--- src/rtl/hwpe_ctrl_offloader.sv ---
// hwpe_ctrl_offloader: drives one job onto an HWPE control slave. It acquires a
// job slot, programs the IO parameter registers, triggers the engine, waits for
// the completion event and reports the acquired job id on the done stream.
//
//   state    | meaning
//   ---------+-----------------------------------------------------------
//   IDLE     | ready for a new job descriptor
//   ACQ      | reading the ACQUIRE register to obtain a job id
//   BACKOFF  | engine was busy; wait RETRY_DELAY cycles before retrying
//   PROG     | writing job register i to the IO register window
//   TRIG     | writing the TRIGGER register
//   WAIT_EVT | waiting for the engine completion event
//   DONE     | presenting the job id on the done stream
module hwpe_ctrl_offloader #(
  parameter int unsigned N_JOB_REGS  = 4,
  parameter logic [31:0] BASE_ADDR   = 32'h0000_0000,
  parameter int unsigned RETRY_DELAY = 4
) (
  input  logic                    clk_i,
  input  logic                    rst_ni,
  input  logic                    clear_i,
  input  logic                    job_valid_i,
  output logic                    job_ready_o,
  input  logic [N_JOB_REGS*32-1:0] job_regs_i,
  output logic                    done_valid_o,
  input  logic                    done_ready_i,
  output logic [7:0]              done_id_o,
  output logic                    busy_o,
  output logic                    req_o,
  input  logic                    gnt_i,
  output logic [31:0]             add_o,
  output logic                    wen_o,
  output logic [3:0]              be_o,
  output logic [31:0]             data_o,
  input  logic                    r_valid_i,
  input  logic [31:0]             r_data_i,
  input  logic                    evt_i
);

  localparam int unsigned        IDX_W         = (N_JOB_REGS > 1) ? $clog2(N_JOB_REGS) : 1;
  localparam logic [IDX_W-1:0]   LAST_IDX      = IDX_W'(N_JOB_REGS - 1);
  localparam logic [7:0]         BACKOFF_LOAD  = 8'(RETRY_DELAY - 1);
  localparam logic [31:0]        ADDR_TRIGGER  = BASE_ADDR + 32'h00;
  localparam logic [31:0]        ADDR_ACQUIRE  = BASE_ADDR + 32'h04;
  localparam logic [31:0]        ADDR_JOB_BASE = BASE_ADDR + 32'h20;

  typedef enum logic [2:0] {
    IDLE, ACQ, BACKOFF, PROG, TRIG, WAIT_EVT, DONE
  } state_e;

  state_e           state_q, state_d;
  logic             outst_q, outst_d;   // a granted transaction awaits its response
  logic             drop_q, drop_d;     // response of an aborted transaction still due
  logic             evt_q, evt_d;       // sticky completion event
  logic [7:0]       bo_cnt_q, bo_cnt_d;
  logic [IDX_W-1:0] idx_q, idx_d;
  logic [7:0]       id_q, id_d;
  logic [31:0]      regs_q [N_JOB_REGS];

  logic             in_xfer_state;
  logic             accept;
  logic             grant;
  logic             rsp;
  logic             unused_rdata;

  // Only the busy flag and the id byte of the ACQUIRE response carry meaning.
  assign unused_rdata = ^r_data_i[30:8];

  assign in_xfer_state = (state_q == ACQ) || (state_q == PROG) || (state_q == TRIG);

  // A new request is only raised once the previous one (including an aborted
  // one) has been answered; clear_i masks it in the same cycle.
  assign req_o  = in_xfer_state && !outst_q && !drop_q && !clear_i;
  assign grant  = req_o && gnt_i;
  assign rsp    = outst_q && r_valid_i;
  assign accept = job_valid_i && job_ready_o && !clear_i;

  assign be_o         = 4'hF;
  assign job_ready_o  = (state_q == IDLE);
  assign busy_o       = (state_q != IDLE);
  assign done_valid_o = (state_q == DONE);
  assign done_id_o    = id_q;

  // Request payload derives only from state and index, so it stays stable
  // for as long as the request waits for its grant.
  always_comb begin
    add_o  = 32'h0;
    wen_o  = 1'b1;
    data_o = 32'h0;
    case (state_q)
      ACQ: begin
        add_o = ADDR_ACQUIRE;
      end
      PROG: begin
        add_o  = ADDR_JOB_BASE + 32'({idx_q, 2'b00});
        wen_o  = 1'b0;
        data_o = regs_q[idx_q];
      end
      TRIG: begin
        add_o = ADDR_TRIGGER;
        wen_o = 1'b0;
      end
      default: ;
    endcase
  end

  // Next-state, transaction tracking, counters and sticky event.
  always_comb begin
    state_d  = state_q;
    outst_d  = outst_q;
    drop_d   = drop_q;
    evt_d    = evt_q;
    bo_cnt_d = bo_cnt_q;
    idx_d    = idx_q;
    id_d     = id_q;

    if (grant) begin
      outst_d = 1'b1;
    end else if (rsp) begin
      outst_d = 1'b0;
    end

    if (drop_q && r_valid_i) begin
      drop_d = 1'b0;
    end

    // The event may arrive as soon as TRIG is granted, before its response.
    if (evt_i && (((state_q == TRIG) && (outst_q || grant)) || (state_q == WAIT_EVT))) begin
      evt_d = 1'b1;
    end

    case (state_q)
      IDLE: begin
        if (job_valid_i) begin
          state_d = ACQ;
        end
      end
      ACQ: begin
        if (rsp) begin
          if (r_data_i[31]) begin
            state_d  = BACKOFF;
            bo_cnt_d = BACKOFF_LOAD;
          end else begin
            state_d = PROG;
            id_d    = r_data_i[7:0];
            idx_d   = '0;
          end
        end
      end
      BACKOFF: begin
        if (bo_cnt_q == 8'd0) begin
          state_d = ACQ;
        end else begin
          bo_cnt_d = bo_cnt_q - 8'd1;
        end
      end
      PROG: begin
        if (rsp) begin
          if (idx_q == LAST_IDX) begin
            idx_d   = '0;
            state_d = TRIG;
          end else begin
            idx_d = idx_q + 1'b1;
          end
        end
      end
      TRIG: begin
        if (rsp) begin
          state_d = WAIT_EVT;
        end
      end
      WAIT_EVT: begin
        if (evt_q || evt_i) begin
          state_d = DONE;
          evt_d   = 1'b0;
        end
      end
      DONE: begin
        if (done_ready_i) begin
          state_d = IDLE;
        end
      end
      default: begin
        state_d = IDLE;
      end
    endcase

    // Soft clear wins over everything. A granted transaction whose response
    // is not arriving right now is remembered so that response is swallowed.
    if (clear_i) begin
      state_d  = IDLE;
      outst_d  = 1'b0;
      drop_d   = (outst_q || drop_q) && !r_valid_i;
      evt_d    = 1'b0;
      bo_cnt_d = 8'd0;
      idx_d    = '0;
    end
  end

  // Control state registers.
  always_ff @(posedge clk_i or negedge rst_ni) begin
    if (!rst_ni) begin
      state_q  <= IDLE;
      outst_q  <= 1'b0;
      drop_q   <= 1'b0;
      evt_q    <= 1'b0;
      bo_cnt_q <= 8'd0;
      idx_q    <= '0;
      id_q     <= 8'd0;
    end else begin
      state_q  <= state_d;
      outst_q  <= outst_d;
      drop_q   <= drop_d;
      evt_q    <= evt_d;
      bo_cnt_q <= bo_cnt_d;
      idx_q    <= idx_d;
      id_q     <= id_d;
    end
  end

  // Job descriptor is captured on the accept handshake.
  always_ff @(posedge clk_i or negedge rst_ni) begin
    if (!rst_ni) begin
      for (int i = 0; i < N_JOB_REGS; i++) begin
        regs_q[i] <= 32'h0;
      end
    end else if (accept) begin
      for (int i = 0; i < N_JOB_REGS; i++) begin
        regs_q[i] <= job_regs_i[i*32 +: 32];
      end
    end
  end

endmodule

--- config.mk ---
export PLATFORM = sky130hd
export DESIGN_NAME = hwpe_ctrl_offloader
export DESIGN_NICKNAME = d
export VERILOG_FILES = /design/src/rtl/hwpe_ctrl_offloader.sv
export SDC_FILE = /design/constraint.sdc
export NUM_CORES = 1
export LEC_CHECK = 0
export ABC_AREA = 1
export BUFFER_PORTS_ARGS = -buffer_cell sky130_fd_sc_hd__buf_2
export CAP_MARGIN = 20
export CORE_ASPECT_RATIO = 1.4
export CORE_MARGIN = 2
export CORE_UTILIZATION = 55
export DETAILED_ROUTE_END_ITERATION = 6
export GPL_ROUTABILITY_DRIVEN = 0
export HOLD_SLACK_MARGIN = 0.05
export PLACE_DENSITY_LB_ADDON = 0.2
export SLEW_MARGIN = 20
export SYNTH_ARGS = -nofsm -noshare
export SYNTH_HDL_FRONTEND = slang
export SYNTH_SLANG_ARGS = --single-unit
--- constraint.sdc ---
create_clock -name clk_i -period 2.1 [get_ports clk_i]
set_input_delay 0.42 -clock clk_i [delete_from_list [all_inputs] [get_ports clk_i]]
set_output_delay 0.42 -clock clk_i [all_outputs]
set_load 0.05 [all_outputs]
==> impl_metrics.xml, run 1 <==
<?xml version="1.0" encoding="UTF-8"?>
<metrics>
  <group name="outcome">
    <metric name="outcome" unit="">finished, violations left</metric>
    <metric name="violated_checks" unit="">setup timing</metric>
  </group>
  <group name="timing">
    <metric name="fin_setup_tns" unit="ns">-2.17</metric>
    <metric name="final.setup.worst_slack" unit="ns">-0.131</metric>
    <metric name="grt_setup_unrepaired" unit="">true</metric>
    <metric name="timing.max_slew.rel_slack" unit="%">63.2</metric>
    <metric name="post-route-min-period" unit="ns">2.23</metric>
    <metric name="finClkSkew" unit="ns">0.00467</metric>
    <metric name="worst-slew-pin-transition" unit="ns">0.552</metric>
    <metric name="report.final.slew_viol_count" unit="">0</metric>
    <metric name="timing.final.hold_violations" unit="">0</metric>
    <metric name="max_clock_freq" unit="GHz">0.448</metric>
    <metric name="setup_violations" unit="">32</metric>
    <metric name="min_period_over_period" unit="%">106</metric>
  </group>
  <group name="route">
    <metric name="drt-wirelength-per-cell" unit="um">14.9</metric>
    <metric name="detail_route.wirelength" unit="um">21200</metric>
    <metric name="drc_errors" unit="">0</metric>
    <metric name="ant_nets" unit="">0</metric>
    <metric name="drt-pass1-iter-count" unit="">5</metric>
    <metric name="avgViaCountPerCell" unit="">5.02</metric>
    <metric name="detail_route.iter0.violations" unit="">513</metric>
    <metric name="num_vias" unit="">7114</metric>
  </group>
  <group name="cts">
    <metric name="cts_buffers" unit="">17</metric>
    <metric name="tritoncts" unit="">built</metric>
    <metric name="htreeDepth" unit="">4</metric>
    <metric name="clk-insertion-delay-late" unit="ns">0.42</metric>
    <metric name="cts.sink_count" unit="">152</metric>
    <metric name="cts.reportedPaths.clkPinSlew" unit="ns">0.06</metric>
    <metric name="clock_path_buffers" unit="">2</metric>
    <metric name="cts_root_buffer" unit="">clkbuf_16</metric>
  </group>
  <group name="layout">
    <metric name="post_route_cells_drive_above_1_share" unit="%">28.1</metric>
    <metric name="number_of_standard_cells_in_the_final_layout_excluding_fillers" unit="">1417</metric>
    <metric name="layout_commonest_cell" unit="">o21ai_1</metric>
    <metric name="final_cell_mix" unit="">o21ai_1 (172), nand2_1 (170), buf_2 (157), dfrtp_1 (151), inv_1 (148)</metric>
    <metric name="final_net_count" unit="">1389</metric>
    <metric name="synthToLayoutAreaGrowth" unit="%">30.4</metric>
  </group>
  <group name="die">
    <metric name="floorplan.io_pins" unit="">249</metric>
    <metric name="initial_utilization" unit="%">56.5</metric>
    <metric name="die-width" unit="um">105</metric>
    <metric name="std_cell_rows" unit="">51</metric>
    <metric name="floorplan.die_area" unit="um2">15400</metric>
    <metric name="core_region_area" unit="um2">14000</metric>
    <metric name="die_height" unit="um">146</metric>
  </group>
  <group name="setup_path">
    <metric name="critical_path.startpoint_type" unit="">register</metric>
    <metric name="crit_fanout" unit="">8</metric>
    <metric name="worst_reg_to_reg_cells" unit="">9</metric>
    <metric name="rr_startpoint" unit="">idx_q[0]</metric>
    <metric name="crit_type" unit="">register to output pin</metric>
    <metric name="cp_cell_sequence" unit="">buf_8, buf_12, buf_4, nor2_2, nor2_1, o21ai_1, a21oi_1, buf_4</metric>
    <metric name="critical-path-top-cell-by-count" unit="">buf_4</metric>
    <metric name="worst-endpoint-required" unit="ns">1.68</metric>
    <metric name="cp_data_arrival_time" unit="ns">1.81</metric>
    <metric name="crit_start" unit="">idx_q[0]</metric>
    <metric name="crit_path_max_cell_delay" unit="ns">0.45</metric>
    <metric name="crit_path_slowest_cell" unit="">dfrtp_2</metric>
    <metric name="worst_setup_path_end_kind" unit="">output pin</metric>
  </group>
  <group name="logic_synthesis">
    <metric name="synth.yosys.warnings" unit="">0</metric>
    <metric name="synth.ff_latch_count" unit="">152</metric>
    <metric name="postSynthAreaPerCell" unit="um2">7.81</metric>
    <metric name="netlist_instances" unit="">1012</metric>
    <metric name="ys_types" unit="">29</metric>
    <metric name="synth_sequential_area_ratio" unit="%">48.1</metric>
    <metric name="netlist_area" unit="um2">7900</metric>
  </group>
  <group name="pwr">
    <metric name="power_density_over_the_cells" unit="nW/um2">1210</metric>
    <metric name="max_ir_drop_vdd" unit="mV">0.649</metric>
    <metric name="leakage" unit="nW">5.54</metric>
  </group>
  <group name="grt">
    <metric name="grt_antenna_before_repair" unit="">1</metric>
    <metric name="wire_length_of_the_first_global_routing_pass" unit="um">31600</metric>
    <metric name="globalRoute.totalOverflow" unit="">0</metric>
    <metric name="grt_max_degree" unit="">94</metric>
    <metric name="grt_pass1_vias" unit="">6649</metric>
    <metric name="gr-usage-all-layers" unit="%">25.8</metric>
  </group>
  <group name="worst_hold_path">
    <metric name="whs_path_depth" unit="">2</metric>
    <metric name="timing.hold.worst.class" unit="">input pin to register</metric>
    <metric name="min_from" unit="">r_valid_i</metric>
  </group>
  <group name="placement">
    <metric name="hpwl" unit="um">13600</metric>
    <metric name="numPortBuffers" unit="">192</metric>
    <metric name="place.detailed.instances" unit="">1359</metric>
  </group>
  <group name="job">
    <metric name="maxCapViolCount" unit="">0</metric>
  </group>
</metrics>
## cells in the mapped netlist
| cell type | count | area, um2 |
|---|---|---|
| buf_2 | 11 | 55.1 |
| o21ai_0 | 80 | 400 |
| nand3b_1 | 1 | 7.51 |
| o21ai_2 | 1 | 8.76 |
| nand4_1 | 9 | 56.3 |
| nand3_1 | 15 | 75.1 |
| buf_1 | 3 | 11.3 |
| nand2_1 | 170 | 638 |
| clkbuf_1 | 14 | 52.6 |
| buf_4 | 35 | 263 |
| ha_1 | 3 | 37.5 |
| nand3_2 | 3 | 30.0 |
| nor2_4 | 1 | 11.3 |
| inv_2 | 3 | 11.3 |
| nor2_1 | 148 | 556 |
| dfrtp_1 | 152 | 3800 |
| inv_4 | 1 | 6.26 |
| o21ai_1 | 128 | 641 |
| nand2_2 | 1 | 6.26 |
| inv_1 | 148 | 556 |
| and3_1 | 1 | 6.26 |
| mux2_2 | 8 | 90.1 |
| nor3_1 | 5 | 25.0 |
| a21oi_1 | 37 | 185 |
| nor2_8 | 1 | 20.0 |
| conb_1 | 2 | 7.51 |
| nor2_2 | 1 | 6.26 |
| xor2_1 | 1 | 8.76 |
| buf_6 | 29 | 327 |
## final cells by class
class                           instances  area [um2]
Tap cell                              185         231
Inverter                              152         586
Timing Repair inverter                  1        11.3
Antenna cell                            1        2.50
Clock buffer                           19         443
Clock inverter                         13         170
Sequential cell                       152        3800
Multi-Input combinational cell        647        3140
Fill cell                            1120        3670
Timing Repair Buffer                  247        1910
## per-layer routing
layer,vias up,part of all wire (%),global-route usage (%)
li1,3539,-,-
met1,3280,40,32.3
met2,263,52,44.7
met3,32,5.5,4.08
met4,0,2.3,9.47
met5,-,0,0
## worst max-delay path, delay by kind of cell (launching register included)
kind	cells	cell delay, ns
buffers and inverters	4	0.63
flip-flops	1	0.45
AO/OA/AOI/OAI	2	0.17
AND/OR/NAND/NOR	2	0.15
## sequential cells by signal, summed over array words and instances (netlist names)
signal     count
bo_cnt_q       8
drop_q         1
regs_q       128
idx_q          2
state_q        3
outst_q        1
evt_q          1
done_id_o      8
## final timing paths
| check | to | slack, ns |
|---|---|---|
| worst max-delay path | data_o[21] | -0.13 |
| min in group asynchronous | regs_q[19] | 0.54 |
| worst min-delay path | drop_q | 0.18 |
| max in group asynchronous | regs_q[41] | 0.96 |
| worst max register to register | state_q[2] | 0.36 |
| worst min register to register | regs_q[4] | 0.49 |
## logic make-up (layout without fill, tap and decap cells)
kind of cell | after synthesis | in the layout | share of synthesized area (%)
multiplexers | 8 | 8 | 1.14
AO/OA/AOI/OAI | 246 | 246 | 15.6
other | 2 | 34 | 0.0950
AND/OR/NAND/NOR | 356 | 356 | 18.2
flip-flops | 152 | 152 | 48.1
adder cells (fa/ha/maj) | 3 | 3 | 0.475
XOR/XNOR | 1 | 1 | 0.111
buffers and inverters | 244 | 432 | 16.2
## timing repair
item / CTS / global route
hold buffers: 1 / 0
endpoints found under the setup margin: 33 / 36
gates cloned: 1 / 14
pin swaps: 4 / 49
setup buffers: 0 / 9
resized for setup: 60 / 118
endpoints found under the hold margin: 47 / 0
## report_power, final
part	switching (W)	total [W]	internal (W)
Combinational	0.00256	0.00419	0.00163
Clock	0.00123	0.00314	0.00191
Sequential	0.000862	0.00514	0.00428
## metrics by stage
| step | power (W) | setup WS [ns] | area [um2] | hold WS, ns | utilization [%] |
|---|---|---|---|---|---|
| 3_3_place_gp | 0.00860 | 0.236 | 8860 | 0.430 | 63.4 |
| 4_1_cts | 0.0120 | -0.0948 | 9650 | 0.162 | 69.0 |
| 6_report | 0.0125 | -0.131 | 10300 | 0.175 | 73.7 |
| 3_5_place_dp | 0.00876 | 0.265 | 8860 | 0.428 | 63.4 |
| 2_1_floorplan | 0.00795 | -0.150 | 8020 | 0.124 | - |
| 5_1_grt | 0.0133 | -0.176 | 10300 | 0.171 | 73.7 |
(Power assumes the default switching activity.)
==> run 2: changes to the inputs <==
Settings changed: TNS_END_PERCENT set to 10.
==> run 2 against run 1 <==
Sequential cell count did not move. Cell count is 0.85% lower. Clock-buffer cell count unchanged. Global-route usage barely moved. Power fell by 2.6%. The flow still finishes with violations (setup timing). Sequential power decreased by 2%. Combinational power is 5.0% lower. First-iteration DRC count shrank 8.8%. Cell area is 2.8% lower. Critical endpoint is now data_o[30]. Non-clock buffer count shrank 11.
==> impl_metrics.xml, run 2 (synthesis results as in run 1) <==
<?xml version="1.0" encoding="UTF-8"?>
<metrics>
  <group name="outcome">
    <metric name="outcome" unit="">finished, violations left</metric>
    <metric name="violated_checks" unit="">setup timing</metric>
  </group>
  <group name="grt">
    <metric name="gr-usage-all-layers" unit="%">25.7</metric>
    <metric name="grt_antenna_before_repair" unit="">1</metric>
    <metric name="wire_length_of_the_first_global_routing_pass" unit="um">31500</metric>
    <metric name="globalRoute.totalOverflow" unit="">0</metric>
    <metric name="grt_pass1_vias" unit="">6634</metric>
    <metric name="grt_max_degree" unit="">94</metric>
  </group>
  <group name="timing">
    <metric name="min_period_over_period" unit="%">105</metric>
    <metric name="report.final.slew_viol_count" unit="">0</metric>
    <metric name="grt_setup_unrepaired" unit="">true</metric>
    <metric name="finClkSkew" unit="ns">0.00529</metric>
    <metric name="timing.max_slew.rel_slack" unit="%">63.1</metric>
    <metric name="worst-slew-pin-transition" unit="ns">0.554</metric>
    <metric name="fin_setup_tns" unit="ns">-2.10</metric>
    <metric name="max_clock_freq" unit="GHz">0.452</metric>
    <metric name="timing.final.hold_violations" unit="">0</metric>
    <metric name="post-route-min-period" unit="ns">2.21</metric>
    <metric name="setup_violations" unit="">31</metric>
    <metric name="final.setup.worst_slack" unit="ns">-0.112</metric>
    <metric name="finalHoldWorstSlack" unit="ns">0.181</metric>
  </group>
  <group name="route">
    <metric name="avgViaCountPerCell" unit="">4.99</metric>
    <metric name="drt-pass1-iter-count" unit="">5</metric>
    <metric name="num_vias" unit="">7009</metric>
    <metric name="drt-wirelength-per-cell" unit="um">14.4</metric>
    <metric name="detail_route.iter0.violations" unit="">468</metric>
    <metric name="detail_route.wirelength" unit="um">20300</metric>
    <metric name="drc_errors" unit="">0</metric>
    <metric name="ant_nets" unit="">0</metric>
  </group>
  <group name="die">
    <metric name="core_region_area" unit="um2">14000</metric>
    <metric name="std_cell_rows" unit="">51</metric>
    <metric name="die_height" unit="um">146</metric>
    <metric name="floorplan.io_pins" unit="">249</metric>
    <metric name="initial_utilization" unit="%">56.5</metric>
    <metric name="floorplan.die_area" unit="um2">15400</metric>
    <metric name="die-width" unit="um">105</metric>
  </group>
  <group name="worst_hold_path">
    <metric name="timing.hold.worst.class" unit="">input pin to register</metric>
  </group>
  <group name="layout">
    <metric name="area.sequential" unit="um2">3800</metric>
    <metric name="flip_flop_count_of_the_largest_register_after_layout" unit="">128</metric>
    <metric name="regMostFlops" unit="">regs_q</metric>
    <metric name="post_route_cells_drive_above_1_share" unit="%">24.9</metric>
    <metric name="layout_commonest_cell" unit="">nand2_1</metric>
    <metric name="fillerInstances" unit="">1170</metric>
    <metric name="synthToLayoutAreaGrowth" unit="%">26.7</metric>
    <metric name="final_cell_mix" unit="">nand2_1 (170), o21ai_1 (165), buf_2 (155), dfrtp_1 (151), inv_1 (148)</metric>
    <metric name="multi_input_comb_area" unit="um2">3000</metric>
    <metric name="final_net_count" unit="">1377</metric>
  </group>
  <group name="cts">
    <metric name="htreeDepth" unit="">4</metric>
    <metric name="cts.reportedPaths.clkPinSlew" unit="ns">0.06</metric>
    <metric name="clock_path_buffers" unit="">2</metric>
    <metric name="tritoncts" unit="">built</metric>
    <metric name="cts_root_buffer" unit="">clkbuf_16</metric>
    <metric name="cts_buffers" unit="">17</metric>
    <metric name="cts.sink_count" unit="">152</metric>
    <metric name="clk-insertion-delay-late" unit="ns">0.41</metric>
  </group>
  <group name="placement">
    <metric name="numPortBuffers" unit="">192</metric>
    <metric name="hpwl" unit="um">13600</metric>
  </group>
  <group name="pwr">
    <metric name="max_ir_drop_vdd" unit="mV">0.605</metric>
    <metric name="leakage" unit="nW">5.43</metric>
    <metric name="power_density_over_the_cells" unit="nW/um2">1210</metric>
    <metric name="total_power" unit="W">0.0122</metric>
  </group>
  <group name="setup_path">
    <metric name="worst_setup_path_end_kind" unit="">output pin</metric>
    <metric name="worst-endpoint-required" unit="ns">1.68</metric>
    <metric name="crit_fanout" unit="">10</metric>
    <metric name="crit_type" unit="">register to output pin</metric>
    <metric name="cp_data_arrival_time" unit="ns">1.79</metric>
    <metric name="critical_path.startpoint_type" unit="">register</metric>
  </group>
  <group name="job">
    <metric name="maxCapViolCount" unit="">0</metric>
  </group>
</metrics>
-- run 2: changes by cell type in the layout (fill, tap and decap cells not counted), sizes merged --
cell | previous run | this run
buf | 233 | 224
clkbuf | 32 | 30
inv | 155 | 154
-- run 2: timing repair --
| item | 4_1_cts | 5_1_grt |
|---|---|---|
| cloned | 1 | 8 |
| hold endpoints to repair | 47 | 0 |
| gates resized for setup | 58 | 67 |
| setup endpoints to repair | 33 | 36 |
| setup buffers | 0 | 3 |
| pin swaps | 6 | 17 |
| hold buffers | 1 | 0 |
-- run 2: power by group --
group	internal, W	switching (W)
clock network	0.00191	0.00121
logic	0.00149	0.00249
registers	0.00428	0.000772
-- run 2: layer usage --
metal,global-route usage (%),vias up,part of all wire [%]
li1,-,3504,-
met1,32.1,3238,41
met3,4.08,32,5.0
met4,9.47,0,2.2
met2,44.7,235,52
met5,0,-,0
-- run 2: cell type report --
type                       instances  area share (%)
sequential                       152            38.0
multi-input combinational        647            30.0
timing repair buffer             236            17.7
inverter                         152            5.85
clock buffer                      19            4.42
tap                              185            2.31
clock inverter                    13            1.70
antenna                            1          0.0250
-- run 2: final timing paths --
kind / end / slack [ns] / startpoint / cells after the start
setup / recovery: data_o[30] / -0.11 / idx_q[0] / 6
hold / removal: drop_q / 0.18 / r_valid_i / 2
setup reg to reg: regs_q[107] / 0.39 / state_q[1] / 9
hold reg to reg: regs_q[56] / 0.49 / regs_q[56] / 2
max in group asynchronous: regs_q[41] / 0.95 / rst_ni / 3
min in group asynchronous: regs_q[19] / 0.54 / rst_ni / 2
-- run 2: worst max-delay path: stages (launching register included) --
cell and delay [ns]:
dfrtp_2 0.44, buf_12 0.16, clkinv_8 0.09, clkbuf_16 0.17
o21ai_1 0.08, a21oi_1 0.19, buf_4 0.23
-- run 2: per-stage QoR --
step / cell area [um2] / instances / utilization, % / worst slack (ns)
2_1_floorplan: 8020 / 1043 / - / -0.150
3_3_place_gp: 8860 / 1359 / 63.4 / 0.236
3_5_place_dp: 8860 / 1359 / 63.4 / 0.265
4_1_cts: 9640 / 1393 / 69.0 / -0.0948
5_1_grt: 10000 / 1405 / 71.6 / -0.178
6_report: 10000 / 1405 / 71.6 / -0.112
